==> src/rtl/ppa_pkg.sv <==
// Shared types and sizing helpers for the Kogge-Stone prefix adder.
// Prefix nodes carry a (generate, propagate) pair.
package ppa_pkg;

   localparam int KS_DEFAULT_WIDTH = 22;

   typedef struct packed {
      logic g;
      logic p;
   } gp_t;

   // ceil(log2(n)); 0 for n <= 1
   function automatic int ks_stages(input int n);
      int s;
      s = 0;
      for (int i = 0; i < 31; i++) begin
         if ((1 << i) < n) s = i + 1;
      end
      return s;
   endfunction

endpackage

==> src/rtl/ks_black_cell.sv <==
// Kogge-Stone black cell: merges a high group with the adjacent low group.
// G = Gh | (Ph & Gl), P = Ph & Pl.
module ks_black_cell (
   input  logic gh,
   input  logic ph,
   input  logic gl,
   input  logic pl,
   output logic g,
   output logic p
);

   assign g = gh | (ph & gl);
   assign p = ph & pl;

endmodule

==> src/rtl/ppa_kogge_stone_22bit.sv <==
// Kogge-Stone parallel-prefix adder {cout, S} = A + B + cin.
// Define PPA_KS_OUT_REG_EN to register S/cout (async active-low reset).
module ppa_kogge_stone_22bit
   import ppa_pkg::*;
#(
   parameter int width = KS_DEFAULT_WIDTH
) (
   input  logic             clk,
   input  logic             rst_n,
   input  logic [width-1:0] A,
   input  logic [width-1:0] B,
   input  logic             cin,
   output logic [width-1:0] S,
   output logic             cout
);

   // position 0 holds cin; bit i of the operands sits at position i+1
   localparam int N = width + 1;
   localparam int L = ks_stages(N);

   gp_t              node [L+1][N];
   logic [width-1:0] sum_c;
   logic             cout_c;
   logic [N-1:0]     final_p;
   logic             unused_final_p;

   assign node[0][0] = '{g: cin, p: 1'b0};

   genvar i, j, k;
   generate
      for (i = 0; i < width; i++) begin : g_pre
         assign node[0][i+1] = '{g: A[i] & B[i], p: A[i] ^ B[i]};
      end

      for (k = 1; k <= L; k++) begin : g_stage
         localparam int D = 1 << (k - 1);
         for (j = 0; j < N; j++) begin : g_pos
            if (j >= D) begin : g_cell
               logic cg;
               logic cp;
               ks_black_cell u_cell (
                  .gh (node[k-1][j].g),
                  .ph (node[k-1][j].p),
                  .gl (node[k-1][j-D].g),
                  .pl (node[k-1][j-D].p),
                  .g  (cg),
                  .p  (cp)
               );
               assign node[k][j] = '{g: cg, p: cp};
            end else begin : g_pass
               assign node[k][j] = node[k-1][j];
            end
         end
      end

      for (i = 0; i < width; i++) begin : g_sum
         assign sum_c[i] = node[0][i+1].p ^ node[L][i].g;
      end

      for (j = 0; j < N; j++) begin : g_fp
         assign final_p[j] = node[L][j].p;
      end
   endgenerate

   assign cout_c         = node[L][width].g;
   assign unused_final_p = ^final_p;

`ifdef PPA_KS_OUT_REG_EN
   always_ff @(posedge clk or negedge rst_n) begin
      if (!rst_n) begin
         S    <= '0;
         cout <= 1'b0;
      end else begin
         S    <= sum_c;
         cout <= cout_c;
      end
   end
`else
   logic unused_clk_rst;

   assign S              = sum_c;
   assign cout           = cout_c;
   assign unused_clk_rst = clk ^ rst_n;
`endif

endmodule

==> config.mk <==
export PLATFORM = sky130hd
export DESIGN_NAME = ppa_kogge_stone_22bit
export DESIGN_NICKNAME = d
export VERILOG_FILES = /design/src/rtl/ppa_pkg.sv /design/src/rtl/ks_black_cell.sv /design/src/rtl/ppa_kogge_stone_22bit.sv
export SDC_FILE = /design/constraint.sdc
export NUM_CORES = 1
export LEC_CHECK = 0
export BUFFER_PORTS_ARGS = -buffer_cell sky130_fd_sc_hd__buf_4
export CAP_MARGIN = 10
export CORE_UTILIZATION = 47
export DETAILED_ROUTE_END_ITERATION = 16
export PLACE_DENSITY = 0.86
export SYNTH_ARGS = -nofsm -noshare
export SYNTH_HDL_FRONTEND = slang
export SYNTH_SLANG_ARGS = --single-unit
==> constraint.sdc <==
create_clock -name vclk -period 2.4
set_input_delay 0 -clock vclk [all_inputs]
set_output_delay 0 -clock vclk [all_outputs]
set_load 0.03 [all_outputs]
==> results.json, run 1 <==
{
  "outcome": "finished, final reports clean",
  "intPower_uw": 303,
  "holdPathStages": 3,
  "ant_nets": 0,
  "synthTopCellsByArea": "ha_1, a21oi_1, xnor2_1, a21o_1, nand2_1",
  "crit_chain": "buf_4, fa_1, a21o_1, a22o_4, o41ai_4, o31ai_2, o31a_1, xor2_1, buf_4",
  "grt_pass1_vias": 1399,
  "switching_share": 0.577,
  "crit_required_ps": 2400,
  "switchingPower_uw": 412,
  "cts_resized": 0,
  "hold_viol": 0,
  "final_cells": 254,
  "gp_congestion": 0.860,
  "drt_first_pass_iters": 4,
  "worstSetupStartpointType": "primary input",
  "maxCapViolCount": 0,
  "setup_tns_ps": 0,
  "yosys_warnings": 0,
  "yosysTopAreaCell": "ha_1",
  "die_area_mm2": 0.00273,
  "drv_slew": 0,
  "whs_ps": 388,
  "track_usage": 0.253,
  "nClkBuffers": 0,
  "drt-wirelength-per-cell_um": 13.3,
  "powerDensity_mw_per_mm2": 416,
  "cpPeakStageDelay_ps": 440,
  "grt_max_degree": 11,
  "grt_overflow": 0,
  "holdPathEnd": "S[0]",
  "drc_errors": 0,
  "numSequentialCells": 0,
  "syn-num-nets": 233,
  "grt_pass1_wl_um": 5490,
  "seqPwrFrac": 0,
  "fin_crit_sh": 0.919,
  "p_leak_nw": 0.870,
  "yosysTopAreaCellShare": 0.232,
  "end_kind": "primary output",
  "setup_viol": 0,
  "antenna_cells": 0,
  "drive_above_1_share": 0.336,
  "hpwl_um": 2940,
  "io_pins": 70,
  "netlist_area_mm2": 0.00119,
  "register_area_um2": 0,
  "hold_path.class": "primary input to primary output",
  "portBuffers": 68,
  "hp-start": "cin",
  "start_util": 0.517,
  "comb_power_share": 1.000,
  "worst_slew_pin_slew_ps": 420,
  "area_growth_pct": 44.7,
  "critPathKind": "primary input to primary output",
  "via_count": 1477,
  "std_cell_rows": 17,
  "antenna_found_initial": 0,
  "synthCells": 163,
  "coreArea_mm2": 0.00230,
  "rsz0062_at_grt": "false",
  "critPathSlowestCell": "fa_1",
  "fin_nets": 298,
  "die_x_um": 52.3,
  "cts_setup_buffers": 0,
  "drt_iter0_drc": 34,
  "irDropWorstVdd_v": 0.000271,
  "pwr-share-clk": 0,
  "crit_fanout": 4,
  "synth_cell_types": 37,
  "holdBufCountCts": 0,
  "seq_area_frac_synth": 0,
  "final_util": 0.748,
  "clock.fmax_mhz": 453,
  "routed_wl_um": 3380,
  "dp.cells": 254,
  "cp_common_cell": "buf_4",
  "avgSynthCellArea_um2": 7.28,
  "worst_slew_margin_rel": 0.719,
  "via_per_inst": 5.81,
  "die_y_um": 52.3,
  "worstPathArrival_ps": 2210,
  "fin_crit_ps": 2210
}
-- metal layers --
layer | track usage | routed length, µm
met4 | 0.0658 | 36
met1 | 0.298 | 1420
met3 | 0.0174 | 182
met5 | 0 | 0
met2 | 0.485 | 1740
-- worst max-delay path: cells and delay by family --
family	cells	cell delay, ps
AOI/OAI and AO/OA	5	1320
xor gates and xnor gates	1	140
adders and majority gates	1	440
buffers and inverters	2	300
-- stage by stage --
| stage | power (mW) | instance area, µm² | setup WS (ps) |
|---|---|---|---|
| CTS | 0.715 | 1720 | 139 |
| detailed placement | 0.712 | 1720 | 156 |
| global route | 0.769 | 1720 | 59.0 |
| finish | 0.715 | 1720 | 195 |
| floorplan | 0.471 | 1190 | 176 |
| global placement | 0.697 | 1720 | 177 |
-- cell type report --
type,instances,area (µm²)
multi-input combinational,154,1150
inverter,3,11.3
tap,28,35.0
fill,187,579
timing repair buffer,69,518
-- cells in the mapped netlist, drive strengths merged (2+ instances only) --
cell and number:
mux2i 2, o21ai 10, nor2b 2, a21o 9, nand4 2, a21oi 23, o211ai 2, ha 22
nor2 12, and4 2, xnor2 13, a311oi 2, clkbuf 6, xor2 5, a221oi 2, a31oi 3
nand2b 3, and3 5, o21bai 2, nand3 7, inv 3, nor3b 2, nand2 13, nor3 2
-- power groups by stage --
stage / sequential (mW) / clock, mW / combinational, mW
after floorplan: 0 / 0 / 0.471
after global placement: 0 / 0 / 0.697
after detailed placement: 0 / 0 / 0.712
after CTS: 0 / 0 / 0.715
after global routing: 0 / 0 / 0.769
final: 0 / 0 / 0.715
-- logic make-up after synthesis --
| logic type | after synthesis | share of synthesized area |
|---|---|---|
| buf+inv | 9 | 0.0284 |
| mux | 2 | 0.0169 |
| compound gates | 60 | 0.356 |
| fa+ha+maj | 23 | 0.249 |
| xor+xnor | 18 | 0.133 |
| simple gates | 51 | 0.217 |
-- worst max-delay path by stage --
stage,from,cells after the start,slack (ps),endpoint
global route,A[0],9,60,S[21]
floorplan,A[0],7,180,S[19]
CTS,A[0],9,140,S[21]
detailed placement,A[0],9,160,S[21]
finish,A[0],9,190,S[21]
global placement,A[0],9,180,S[21]
-- cells in the final DEF, fill, tap and decap left out, drive strengths merged, types with 2 or more instances in the layout --
master	synthesis	layout
nand2	13	13
buf	0	69
nand3	7	7
xnor2	13	13
nor2	12	12
and3	5	5
a221oi	2	2
a21oi	23	23
a31oi	3	3
o21bai	2	2
nor3	2	2
nand2b	3	3
a21o	9	9
a311oi	2	2
mux2i	2	2
nor3b	2	2
and4	2	2
o21ai	10	10
nor2b	2	2
xor2	5	5
o211ai	2	2
nand4	2	2
ha	22	22
inv	3	3
Power figures use the tool's default switching activity.
==> run 2, diff against run 1 <==
--- a/config.mk
+++ b/config.mk
@@ -5,11 +5,12 @@
 export SDC_FILE = /design/constraint.sdc
 export NUM_CORES = 1
 export LEC_CHECK = 0
+export ABC_AREA = 1
 export BUFFER_PORTS_ARGS = -buffer_cell sky130_fd_sc_hd__buf_4
 export CAP_MARGIN = 10
-export CORE_UTILIZATION = 47
+export CORE_UTILIZATION = 52
 export DETAILED_ROUTE_END_ITERATION = 16
-export PLACE_DENSITY = 0.86
+export PLACE_DENSITY = 0.84
 export SYNTH_ARGS = -nofsm -noshare
 export SYNTH_HDL_FRONTEND = slang
 export SYNTH_SLANG_ARGS = --single-unit
==> run 2 against run 1 <==
- clock-buffer cell count is the same
- worst hold slack improved by 5.1 ps
- core utilization shrank 1.2 points
- non-clock buffer count shrank 1
- via count increased by 49%
- first-iteration DRC count rose to 2.7 times the previous value
- wire length increased by 39%
- worst setup slack improved by 660 ps
- design area grew 31%
- die area increased by 27%
- critical path depth rose by 1
- total power is 4.4% higher
- largest power group unchanged
==> results.json, run 2 <==
{
  "synth_cell_types": 16,
  "drt_first_pass_iters": 4,
  "worstPathArrival_ps": 1540,
  "grt_pass1_wl_um": 7500,
  "most-common-layout-cells": "nand2_1, inv_1, buf_4",
  "synthTopCellsByArea": "nand2_1, ha_1, inv_1, nand3_1, xor2_1",
  "antenna_found_initial": 0,
  "final_util": 0.736,
  "yosysTopAreaCellShare": 0.319,
  "end_kind": "primary output",
  "p_leak_nw": 1.45,
  "drv_slew": 0,
  "seq_area_frac_synth": 0,
  "setup_tns_ps": 0,
  "fin_nets": 476,
  "register_area_um2": 0,
  "rsz0062_at_grt": "false",
  "drc_errors": 0,
  "crit_fanout": 4,
  "worstSetupStartpoint": "A[0]",
  "grt_pass1_vias": 1775,
  "via_per_inst": 4.91,
  "worst_slew_pin_slew_ps": 267,
  "start_util": 0.550,
  "outcome": "finished, final reports clean",
  "synthTopCellsByCount": "nand2_1, inv_1, nor2_1",
  "ant_nets": 0,
  "netlist_area_mm2": 0.00168,
  "portBuffers": 68,
  "area_growth_pct": 33.7,
  "worstSetupStartpointType": "primary input",
  "via_count": 2198,
  "layout_commonest_cell": "nand2_1",
  "setup_ws_ps": 858,
  "holdBufCountCts": 0,
  "avgSynthCellArea_um2": 5.00,
  "cts_setup_buffers": 0,
  "std_cell_rows": 20,
  "dpl_worst_slack_ps": 878,
  "io_pins": 70,
  "final_cells": 448,
  "die_y_um": 58.8,
  "drt-wirelength-per-cell_um": 10.5,
  "clock.fmax_mhz": 648,
  "maxCapViolCount": 0,
  "yosys_warnings": 0,
  "syn-num-nets": 406,
  "critPathKind": "primary input to primary output",
  "die_x_um": 58.8,
  "nClkBuffers": 0,
  "gp_congestion": 0.920,
  "hp-start": "B[0]",
  "drt_iter0_drc": 92,
  "irDropWorstVdd_v": 0.000251,
  "synthCells": 336,
  "cts_resized": 0,
  "drive_above_1_share": 0.228,
  "whs_ps": 393,
  "antenna_cells": 0,
  "hpwl_um": 4230,
  "die_area_mm2": 0.00346,
  "yosys.cell_count.top_type": "nand2_1",
  "powerDensity_mw_per_mm2": 332,
  "worst_slew_margin_rel": 0.822,
  "numSequentialCells": 0,
  "coreArea_mm2": 0.00305,
  "holdPathStages": 3,
  "fin_crit_ps": 1540,
  "fin_crit_sh": 0.643,
  "grt_overflow": 0,
  "yosysTopAreaCell": "nand2_1",
  "holdPathEnd": "S[0]",
  "crit_required_ps": 2400,
  "hold_path.class": "primary input to primary output",
  "grt_max_degree": 7,
  "track_usage": 0.276,
  "routed_wl_um": 4710,
  "dp.cells": 448,
  "setup_viol": 0,
  "hold_viol": 0
}
==> run 2: cell types whose count changed after synthesis, sizes merged, moves of 4 or more <==
cell,previous run,this run
and3,5,0
nand2,13,154
xor2,5,11
a21o,9,0
o21ai,10,0
nor2,12,32
a21oi,23,12
clkbuf,6,0
nand3,7,23
nand3b,0,4
inv,3,71
xnor2,13,0
==> run 2: worst max-delay path, cell delays in order <==
cell,delay (ps)
buf_4,120
fa_1,510
nand3_1,110
nand3_1,160
nand2_1,120
nand2_2,80
nand2_1,70
nand2_1,50
xor2_1,140
buf_4,180
==> run 2: stage by stage <==
stage | power (mW) | cell area, µm²
final | 0.746 | 2250
after global routing | 0.811 | 2250
after CTS | 0.744 | 2250
after detailed placement | 0.742 | 2250
after global placement | 0.730 | 2250
after floorplan | 0.494 | 1680
==> run 2: area by class of cell <==
cell class	count	area, µm²
Tap cell	44	55.1
Fill cell	302	807
Inverter	71	267
Multi-Input combinational cell	265	1410
Timing Repair Buffer	68	510
==> run 2: layer usage <==
layer  up-vias  routed length, µm  share of wire  global-route usage
met4         0                 31         0.0066              0.0170
met1       990               2270           0.48               0.377
met3         4                107          0.023                   0
met5         -                  0              0                   0
met2        47               2310           0.49               0.508
li1       1157                  -              -                   -
==> run 2: how the worst max path moves through the flow <==
| stage | slack [ps] | to | depth (start not counted) |
|---|---|---|---|
| detailed placement | 880 | S[11] | 10 |
| global route | 720 | cout | 11 |
| CTS | 870 | S[11] | 10 |
| global placement | 910 | S[11] | 10 |
| floorplan | 1000 | S[11] | 8 |
| finish | 860 | S[11] | 10 |
==> run 2: report_power, final <==
group,total (mW),internal (mW),switching [mW]
registers,0,0,0
clock network,0,0,0
logic,0.746,0.283,0.463
==> run 2: cells by family (layout without fill, tap and decap cells) <==
kind of cell / Yosys count / count (layout) / synth area share
fa+ha+maj: 23 / 23 / 0.176
compound gates: 12 / 12 / 0.0380
buf+inv: 71 / 139 / 0.159
xor+xnor: 11 / 11 / 0.0573
simple gates: 219 / 219 / 0.570
